File: src/rtl/axi_frame_tagger_if.sv
// axi_frame_tagger_if: AXI-Stream channel bundle shared by the tagger's input and output
//   tvalid : beat valid (source -> sink)
//   tready : sink ready (sink -> source)
//   tdata  : beat data, DATA_WIDTH bits
//   tlast  : frame end marker
interface axi_frame_tagger_if #(
    parameter int DATA_WIDTH = 32
);
    logic                  tvalid;
    logic                  tready;
    logic [DATA_WIDTH-1:0] tdata;
    logic                  tlast;
    modport master (output tvalid, output tdata, output tlast, input tready);
    modport slave  (input tvalid, input tdata, input tlast, output tready);
endinterface

File: src/rtl/axi_frame_tagger.sv
// axi_frame_tagger: re-frames an AXI-Stream into fixed-length frames behind a 2-entry skid buffer
//   clk, sync_reset : single clock, synchronous active-high reset
//   frame_len       : beats per frame (0 = 2^CNT_WIDTH), latched on each frame's first beat
//   s_axis          : input stream (slave modport); tready = not skid-full
//   m_axis          : output stream (master modport); tlast tags the frame's last beat
//   frame_err       : one-cycle pulse on an upstream/count framing mismatch
//   err_cnt         : saturating mismatch count
// Optional checking: define AXI_FRAME_TAGGER_FRAME_ERR_EN to resync on upstream tlast and
// report mismatches; otherwise s_axis.tlast is ignored and frame_err/err_cnt are tied 0.
module axi_frame_tagger #(
    parameter int DATA_WIDTH = 32,
    parameter int CNT_WIDTH  = 8
) (
    input  logic                 clk,
    input  logic                 sync_reset,
    input  logic [CNT_WIDTH-1:0] frame_len,
    axi_frame_tagger_if.slave    s_axis,
    axi_frame_tagger_if.master   m_axis,
    output logic                 frame_err,
    output logic [15:0]          err_cnt
);
    typedef enum logic {IDLE, RUN} state_t;
    localparam int BW = DATA_WIDTH + 1;
    localparam logic [CNT_WIDTH:0] FULL_LEN = {1'b1, {CNT_WIDTH{1'b0}}};
    localparam logic [CNT_WIDTH:0] CNT_ONE  = {{CNT_WIDTH{1'b0}}, 1'b1};
    state_t               state_q, state_d;
    logic [CNT_WIDTH-1:0] len_q, len_d;
    logic [CNT_WIDTH:0]   beat_cnt_q, beat_cnt_d;
    logic [BW-1:0]        out_q, out_d, skid_q, skid_d;
    logic                 out_vld_q, out_vld_d, skid_vld_q, skid_vld_d;
    logic [CNT_WIDTH-1:0] cur_len;
    logic [CNT_WIDTH:0]   eff_len, cnt_inc;
    logic                 accept, xfer, cnt_last, tag_last;
    assign accept  = s_axis.tvalid && !skid_vld_q;
    assign xfer    = out_vld_q && m_axis.tready;
    // The first beat of a frame uses the live frame_len; later beats use the latched copy.
    assign cur_len = (state_q == IDLE) ? frame_len : len_q;
    // One extra counter bit lets a length of 0 mean a full 2^CNT_WIDTH-beat frame.
    assign eff_len  = (cur_len == '0) ? FULL_LEN : {1'b0, cur_len};
    assign cnt_inc  = ((state_q == IDLE) ? '0 : beat_cnt_q) + CNT_ONE;
    assign cnt_last = (cnt_inc == eff_len);
`ifdef AXI_FRAME_TAGGER_FRAME_ERR_EN
    logic        err_q, err_d, mismatch;
    logic [15:0] err_cnt_q, err_cnt_d;
    // An upstream tlast ends the frame early (resync); a count-based end stays in force.
    assign tag_last = cnt_last || s_axis.tlast;
    assign mismatch = accept && (s_axis.tlast != cnt_last);
    assign err_d     = mismatch;
    assign err_cnt_d = (mismatch && err_cnt_q != 16'hFFFF) ? err_cnt_q + 16'd1 : err_cnt_q;
    always_ff @(posedge clk) begin
        if (sync_reset) begin
            err_q     <= 1'b0;
            err_cnt_q <= '0;
        end else begin
            err_q     <= err_d;
            err_cnt_q <= err_cnt_d;
        end
    end
    assign frame_err = err_q;
    assign err_cnt   = err_cnt_q;
`else
    logic unused_tlast;
    assign unused_tlast = s_axis.tlast;
    assign tag_last     = cnt_last;
    assign frame_err    = 1'b0;
    assign err_cnt      = '0;
`endif
    always_comb begin
        state_d    = state_q;
        len_d      = len_q;
        beat_cnt_d = beat_cnt_q;
        if (accept) begin
            len_d      = cur_len;
            state_d    = tag_last ? IDLE : RUN;
            beat_cnt_d = tag_last ? '0 : cnt_inc;
        end
    end
    // Output register refills from the skid entry first; a full skid entry blocks accepts,
    // so it can never collide with a new beat.
    always_comb begin
        out_d      = out_q;
        out_vld_d  = out_vld_q;
        skid_d     = skid_q;
        skid_vld_d = skid_vld_q;
        if (!out_vld_q || xfer) begin
            out_vld_d  = skid_vld_q || accept;
            out_d      = skid_vld_q ? skid_q : (accept ? {tag_last, s_axis.tdata} : out_q);
            skid_vld_d = 1'b0;
        end else if (accept) begin
            skid_d     = {tag_last, s_axis.tdata};
            skid_vld_d = 1'b1;
        end
    end
    always_ff @(posedge clk) begin
        if (sync_reset) begin
            state_q    <= IDLE;
            len_q      <= '0;
            beat_cnt_q <= '0;
            out_q      <= '0;
            out_vld_q  <= 1'b0;
            skid_q     <= '0;
            skid_vld_q <= 1'b0;
        end else begin
            state_q    <= state_d;
            len_q      <= len_d;
            beat_cnt_q <= beat_cnt_d;
            out_q      <= out_d;
            out_vld_q  <= out_vld_d;
            skid_q     <= skid_d;
            skid_vld_q <= skid_vld_d;
        end
    end
    assign s_axis.tready = !skid_vld_q;
    assign m_axis.tvalid = out_vld_q;
    assign m_axis.tdata  = out_q[DATA_WIDTH-1:0];
    assign m_axis.tlast  = out_q[DATA_WIDTH];
endmodule

File: src/flat_wrapper.sv
// flat-port wrapper written by rule: the top's interface ports become plain ports
module axi_frame_tagger_flat 
#(
    parameter int DATA_WIDTH = 32,
    parameter int CNT_WIDTH  = 8
)
  (clk, sync_reset, frame_len, frame_err, err_cnt, s_axis_tvalid, s_axis_tdata, s_axis_tlast, s_axis_tready, m_axis_tvalid, m_axis_tdata, m_axis_tlast, m_axis_tready);
  axi_frame_tagger_if #(.DATA_WIDTH(DATA_WIDTH)) s_axis_i ();
  axi_frame_tagger_if #(.DATA_WIDTH(DATA_WIDTH)) m_axis_i ();
  input  logic clk;
  input  logic sync_reset;
  input  logic [CNT_WIDTH-1:0] frame_len;
  output logic frame_err;
  output logic [15:0] err_cnt;
  input wire logic [$bits(s_axis_i.tvalid)-1:0] s_axis_tvalid;
  input wire logic [$bits(s_axis_i.tdata)-1:0] s_axis_tdata;
  input wire logic [$bits(s_axis_i.tlast)-1:0] s_axis_tlast;
  output wire logic [$bits(s_axis_i.tready)-1:0] s_axis_tready;
  output wire logic [$bits(m_axis_i.tvalid)-1:0] m_axis_tvalid;
  output wire logic [$bits(m_axis_i.tdata)-1:0] m_axis_tdata;
  output wire logic [$bits(m_axis_i.tlast)-1:0] m_axis_tlast;
  input wire logic [$bits(m_axis_i.tready)-1:0] m_axis_tready;
  assign s_axis_i.tvalid = s_axis_tvalid;
  assign s_axis_i.tdata = s_axis_tdata;
  assign s_axis_i.tlast = s_axis_tlast;
  assign s_axis_tready = s_axis_i.tready;
  assign m_axis_tvalid = m_axis_i.tvalid;
  assign m_axis_tdata = m_axis_i.tdata;
  assign m_axis_tlast = m_axis_i.tlast;
  assign m_axis_i.tready = m_axis_tready;
  axi_frame_tagger #(.DATA_WIDTH(DATA_WIDTH), .CNT_WIDTH(CNT_WIDTH)) u_core (.clk(clk), .sync_reset(sync_reset), .frame_len(frame_len), .s_axis(s_axis_i), .m_axis(m_axis_i), .frame_err(frame_err), .err_cnt(err_cnt));
endmodule
File: config.mk
export PLATFORM = sky130hd
export DESIGN_NAME = axi_frame_tagger_flat
export DESIGN_NICKNAME = d
export VERILOG_FILES = /design/src/rtl/axi_frame_tagger_if.sv /design/src/rtl/axi_frame_tagger.sv /design/src/flat_wrapper.sv
export SDC_FILE = /design/constraint.sdc
export NUM_CORES = 1
export LEC_CHECK = 0
export ABC_AREA = 0
export CAP_MARGIN = 20
export CORE_MARGIN = 2
export CORE_UTILIZATION = 55
export CTS_BUF_LIST = sky130_fd_sc_hd__clkbuf_4
export DETAILED_ROUTE_END_ITERATION = 10
export PLACE_DENSITY = 0.87
export SKIP_CTS_REPAIR_TIMING = 1
export SLEW_MARGIN = 20
export SYNTH_ARGS = -nofsm -noshare
export SYNTH_HDL_FRONTEND = slang
export SYNTH_SLANG_ARGS = --single-unit
File: constraint.sdc
create_clock -name clk -period 6.3 [get_ports clk]
set_input_delay 1.26 -clock clk [delete_from_list [all_inputs] [get_ports clk]]
set_output_delay 1.26 -clock clk [all_outputs]
set_load 0.02 [all_outputs]
==> results of run 1 <==
per-stage QoR:
step	worst slack, ns	total power, mW	area, µm²
floorplan	3.44	0.719	4020
global placement	2.53	0.790	4650
detailed placement	2.50	0.795	4650
CTS	2.82	1.07	4780
global route	2.63	1.12	4800
finish	2.89	1.07	4800
registers in the layout, summed over array words and instances (netlist names):
register / count
u_core.skid_vld_q: 1
u_core.state_q: 1
u_core.len_q: 8
u_core.m_axis.tvalid: 1
u_core.beat_cnt_q: 9
u_core.skid_q: 33
u_core.out_q: 33
synth_stat cells, types with 2 or more instances:
master / n
a211oi_1: 34
buf_6: 2
nor2_1: 45
and2_1: 2
clkbuf_1: 26
nand2_1: 92
nor4_1: 5
dfxtp_1: 86
nand2b_1: 3
o21ai_0: 12
o21ai_1: 5
nand3_1: 3
o22ai_1: 3
o211ai_1: 3
nand4_1: 3
buf_1: 6
xor2_1: 7
xnor2_1: 7
nor3_1: 5
or4_1: 3
nor2b_1: 3
mux2i_1: 33
buf_4: 21
a21oi_1: 53
power breakdown:
part / leakage (nW) / internal [mW] / total (mW) / switching (mW)
registers: 0.705 / 0.572 / 0.592 / 0.0204
clock network: 0.0661 / 0.0861 / 0.285 / 0.199
logic: 0.888 / 0.0867 / 0.192 / 0.105
logic make-up (layout without fill, tap and decap cells):
family | after synthesis | in the layout | synth area share [%]
mux | 34 | 34 | 8.62
xor+xnor | 14 | 14 | 3.10
fa+ha+maj | 1 | 1 | 0.316
flops | 86 | 86 | 43.5
compound gates | 118 | 118 | 18.3
other cells | 1 | 17 | 0.0947
buf+inv | 58 | 101 | 7.90
simple gates | 169 | 169 | 18.2
per-layer routing:
| layer | vias to the layer above | share of wire (%) | GRT usage (%) |
|---|---|---|---|
| met5 | - | 0 | 0 |
| met4 | 0 | 1.6 | 9.23 |
| met3 | 11 | 4.9 | 3.36 |
| met2 | 97 | 50 | 38.1 |
| met1 | 1624 | 43 | 27.6 |
| li1 | 1734 | - | - |
layout make-up:
class	count	area share [%]
Tap cell	96	2.50
Clock buffer	9	1.41
Sequential cell	86	35.9
Multi-Input combinational cell	353	41.6
Timing Repair Buffer	83	17.2
Inverter	2	0.156
Clock inverter	7	1.20
final timing paths:
| kind | endpoint | from | slack, ns |
|---|---|---|---|
| max | u_core.out_q[32] | u_core.state_q | 2.89 |
| min | u_core.skid_q[23] | u_core.skid_q[23] | 0.46 |
| max reg2reg | u_core.out_q[32] | u_core.state_q | 2.89 |
| min reg2reg | u_core.skid_q[23] | u_core.skid_q[23] | 0.46 |
worst max-delay path, cell delays in order, from the launching register on:
cell and delay, ns:
dfxtp_1 0.85, and2_1 0.26, ha_1 0.39, nand3_1 0.15, o211a_1 0.27, nor4_1 0.29
o211ai_1 0.42, or3_1 0.46, a311oi_2 0.23
==> impl_metrics.yaml, run 1 <==
setup_path:
  ff2ff_path_depth: 8
  timing.critical_path.from_type: "flip-flop"
  peak_fanout_along_the_critical_path: 25
  path_class: "flip-flop to flip-flop"
  critical_path.endpoint_type: "flip-flop"
  worstPathArrival_ns: 3.74
  critPathRequiredTime_ns: 6.63
synthesis:
  yosys.area.top_type: "dfxtp_1"
  synthesis.instances: 481
  synth.top_cells.by_area: "dfxtp_1, nand2_1, mux2i_1"
  yosysWarningCount: 0
  synth_edf_count: 0
  ys_seq_area_share_pct: 43.5
  netlist-cell-type-count: 43
  yosysTopAreaCellShare_pct: 43.5
  post_synth_instance_area_um2: 3960
  async_reset_ff_share_pct: 0
  ys_dominant_reg_cell: "dfxtp_1"
  synth_area_per_cell_um2: 8.24
  postSynthRegisterBits: 86
power_and_ir_drop:
  p_per_area_nw_per_um2: 223
  vdd_drop_max_mv: 0.201
  power.static_leakage_nw: 1.66
global_routing:
  first_global_vias: 3200
  antenna_found_initial: 0
  grt_pass1_wl_mm: 13.9
  grt_start_max_net_pins: 58
  grt_remaining_overflow: 0
  globalRouteTotalUtil_pct: 22.2
sta:
  worstMarginPinSlew_ns: 0.963
  final.min_clock_period_ns: 3.41
  finalHoldViolations: 0
  final.hold.worst_slack_ns: 0.463
  rsz0062_at_grt: "no"
  final_max_slew_viol_count: 0
  finalClockSkew_ns: 0.0212
  max_freq_mhz: 294
  layout_worst_path_cycle_share_pct: 54.1
  finalSetupTns_ns: 0
  worst_slew_margin_pct: 35.8
  finalSetupViolCount: 0
placement:
  place_congestion: 0.818
  dpl.hpwl_mm: 5.81
  placement.io_buffers: 78
  dp_cells: 619
layout:
  final-seq-area_um2: 1720
  fillerInstances: 536
  num_antenna_cells: 0
  final_nets: 581
  final_core_utilization_pct: 69.9
  mostFrequentLayoutCells: "nand2_1, dfxtp_1, clkdlybuf4s50_1"
  layout.cells.most_common: "nand2_1"
  post_route_cells_drive_above_1_share_pct: 5.74
  multi_input_area_um2: 2000
  flow.area_growth_from_synthesis_pct: 21.1
  layout.cells.non_filler: 636
min_path:
  holdPathStages: 2
  classification_of_the_worst_slack_hold_path: "flip-flop to flip-flop"
detailed_routing:
  drt-vias-per-instance: 5.45
  drt-total-wl_mm: 8.57
  routed-via-count: 3466
  routed_wire_length_per_instance_um: 13.5
  first_pass_iters: 4
  first_iter_violations: 194
  residual_antenna_violating_net_count_after_detailed_routing: 0
  route.detailed.drc: 0
floorplanning:
  die_height_um: 88.9
  design.core.area_um2: 6870
  rows: 30
  top_level_ports: 97
  initial_core_util_pct: 57.7
  die_width_um: 88.9
  dieArea_um2: 7900
clock_tree:
  cts_tree: "yes"
  cts.sink_count: 86
  clkTransAtPathRegs_ns: 0.13
  clock_insertion_delay_worst_skew_ns: 0.43
  htreeDepth: 3
  cts-root-buf: "clkbuf_4"
  tritoncts.num_buffers: 9
  clockBufferDepth: 2
outcome:
  status: "complete, no violations"
flow_run:
  max-cap-violations: 0
No activity file was read; power rests on OpenSTA's default activity.
==> inputs of run 2 (changes only) <==
--- a/config.mk
+++ b/config.mk
@@ -8,10 +8,10 @@
 export ABC_AREA = 0
 export CAP_MARGIN = 20
 export CORE_MARGIN = 2
-export CORE_UTILIZATION = 55
+export CORE_UTILIZATION = 51
 export CTS_BUF_LIST = sky130_fd_sc_hd__clkbuf_4
 export DETAILED_ROUTE_END_ITERATION = 10
-export PLACE_DENSITY = 0.87
+export PLACE_DENSITY = 0.81
 export SKIP_CTS_REPAIR_TIMING = 1
 export SLEW_MARGIN = 20
 export SYNTH_ARGS = -nofsm -noshare
==> constraint.sdc (replaced) <==
create_clock -name clk -period 3.54 [get_ports clk]
set_input_delay 0.708 -clock clk [delete_from_list [all_inputs] [get_ports clk]]
set_output_delay 0.708 -clock clk [all_outputs]
set_load 0.02 [all_outputs]
==> impl_metrics.yaml, run 2 (synthesis gave the netlist of run 1 again) <==
outcome:
  status: "complete, no violations"
detailed_routing:
  routed_wire_length_per_instance_um: 13.8
  residual_antenna_violating_net_count_after_detailed_routing: 0
  first_iter_violations: 142
  first_pass_iters: 4
  route.detailed.drc: 0
  drt-vias-per-instance: 5.39
  drt-total-wl_mm: 8.94
  routed-via-count: 3490
sta:
  final_max_slew_viol_count: 0
  worst_slew_margin_pct: 40.0
  finalSetupViolCount: 0
  finalHoldViolations: 0
  max_freq_mhz: 369
  layout_setup_ws_ns: 0.829
  finalSetupTns_ns: 0
  layout_worst_path_cycle_share_pct: 76.6
  worstMarginPinSlew_ns: 0.900
  rsz0062_at_grt: "no"
  finalClockSkew_ns: 0.0182
  final.min_clock_period_ns: 2.71
layout:
  multi_input_area_um2: 2000
  final_nets: 587
  mostFrequentLayoutCells: "nand2_1, dfxtp_1, clkdlybuf4s50_1"
  layout.cells.most_common: "nand2_1"
  final_core_utilization_pct: 63.9
  post_route_cells_drive_above_1_share_pct: 6.96
  final_cell_area_um2: 4860
  num_antenna_cells: 0
  fillerInstances: 636
  final-seq-area_um2: 1720
  largestRegisters: "u_core.out_q x33, u_core.skid_q x33, u_core.beat_cnt_q x9"
  flow.area_growth_from_synthesis_pct: 22.8
floorplanning:
  rows: 32
  dieArea_um2: 8490
  design.core.area_um2: 7610
  top_level_ports: 97
  die_width_um: 92.1
  die_height_um: 92.1
  initial_core_util_pct: 52.1
setup_path:
  worst-r2r-setup-slack_ns: 0.83
  critical_path.endpoint_type: "flip-flop"
  path_class: "flip-flop to flip-flop"
  critPathRequiredTime_ns: 3.90
  crit_cells: 9
  peak_fanout_along_the_critical_path: 13
  reg2reg_from: "u_core.state_q"
  ff2ff_path_depth: 9
  worstPathBufferInverterCount: 1
  critPathTopFamily: "simple AND/OR/NAND/NOR gates"
  worstPathArrival_ns: 3.07
  crit_path_top_delay_cell: "dfxtp_1"
  timing.critical_path.cells: "and2_1 -> ha_1 -> buf_4 -> nand3_2 -> mux2_2 -> a211oi_1 -> o22ai_1 -> or3_1 -> a311oi_2"
  timing.critical_path.slowest_cell_delay_ns: 0.59
  timing.critical_path.from_type: "flip-flop"
  worst_r2r_endpoint: "u_core.out_q[32]"
placement:
  dpl.hpwl_mm: 6.02
  cell_area_placed_um2: 4710
  dpl_worst_slack_ns: 0.470
  placement.io_buffers: 78
  place_congestion: 0.864
clock_tree:
  cts-root-buf: "clkbuf_4"
  cts.sink_count: 86
  clockBufferDepth: 2
  clkTransAtPathRegs_ns: 0.15
  clock_insertion_delay_worst_skew_ns: 0.44
  tritoncts.num_buffers: 9
  htreeDepth: 3
  cts_tree: "yes"
global_routing:
  grt_start_max_net_pins: 87
  first_global_vias: 3179
  grt_pass1_wl_mm: 14.7
  antenna_found_initial: 0
  grt_remaining_overflow: 0
  globalRouteTotalUtil_pct: 21.2
power_and_ir_drop:
  vdd_drop_max_mv: 0.242
  finalPower_mw: 2.00
  power.static_leakage_nw: 1.70
  p_per_area_nw_per_um2: 411
min_path:
  worst_hold_path.endpoint: "u_core.skid_q[24]"
  classification_of_the_worst_slack_hold_path: "flip-flop to flip-flop"
  holdPathStages: 2
  timing.hold.worst.start: "u_core.skid_q[24]"
flow_run:
  max-cap-violations: 0
run 2: power by group:
part	switching (mW)	internal, mW
sequential	0.0345	1.02
combinational	0.192	0.160
clock	0.367	0.230
run 2: per-layer routing:
layer / vias up / track usage, % / wire, µm
li1: 1748 / - / -
met1: 1645 / 26.9 / 4020
met2: 89 / 36.3 / 4430
met3: 8 / 4.93 / 409
met4: 0 / 5.72 / 87
met5: - / 0 / 0
run 2: worst max path at each step:
stage / start / to
floorplan: u_core.state_q / u_core.out_q[32]
global placement: frame_len[4] / u_core.state_q
detailed placement: frame_len[4] / u_core.state_q
CTS: u_core.state_q / u_core.out_q[32]
global route: u_core.state_q / u_core.out_q[32]
finish: u_core.state_q / u_core.out_q[32]
run 2: stage by stage:
stage,hold slack (ns),cells
floorplan,0.436,497
global placement,0.441,632
detailed placement,0.446,632
CTS,0.465,648
global route,0.486,648
finish,0.464,648
run 2: cell type report:
cell class              instances  area share [%]
multi-input cells             353            41.0
well taps                     102            2.62
inverters                       2           0.154
repair buffers                 89            17.6
clock buffers                   9            1.39
clock inverters                 7            1.72
flip-flops and latches         86            35.4
run 2: worst register-to-register path, delay by kind of cell (launching register included):
kind                     cells  cell delay, ns
adder cells (fa/ha/maj)      1            0.18
flip-flops                   1            0.59
buffers and inverters        1            0.18
multiplexers                 1            0.30
AO/OA/AOI/OAI                3            0.66
AND/OR/NAND/NOR              3            0.73
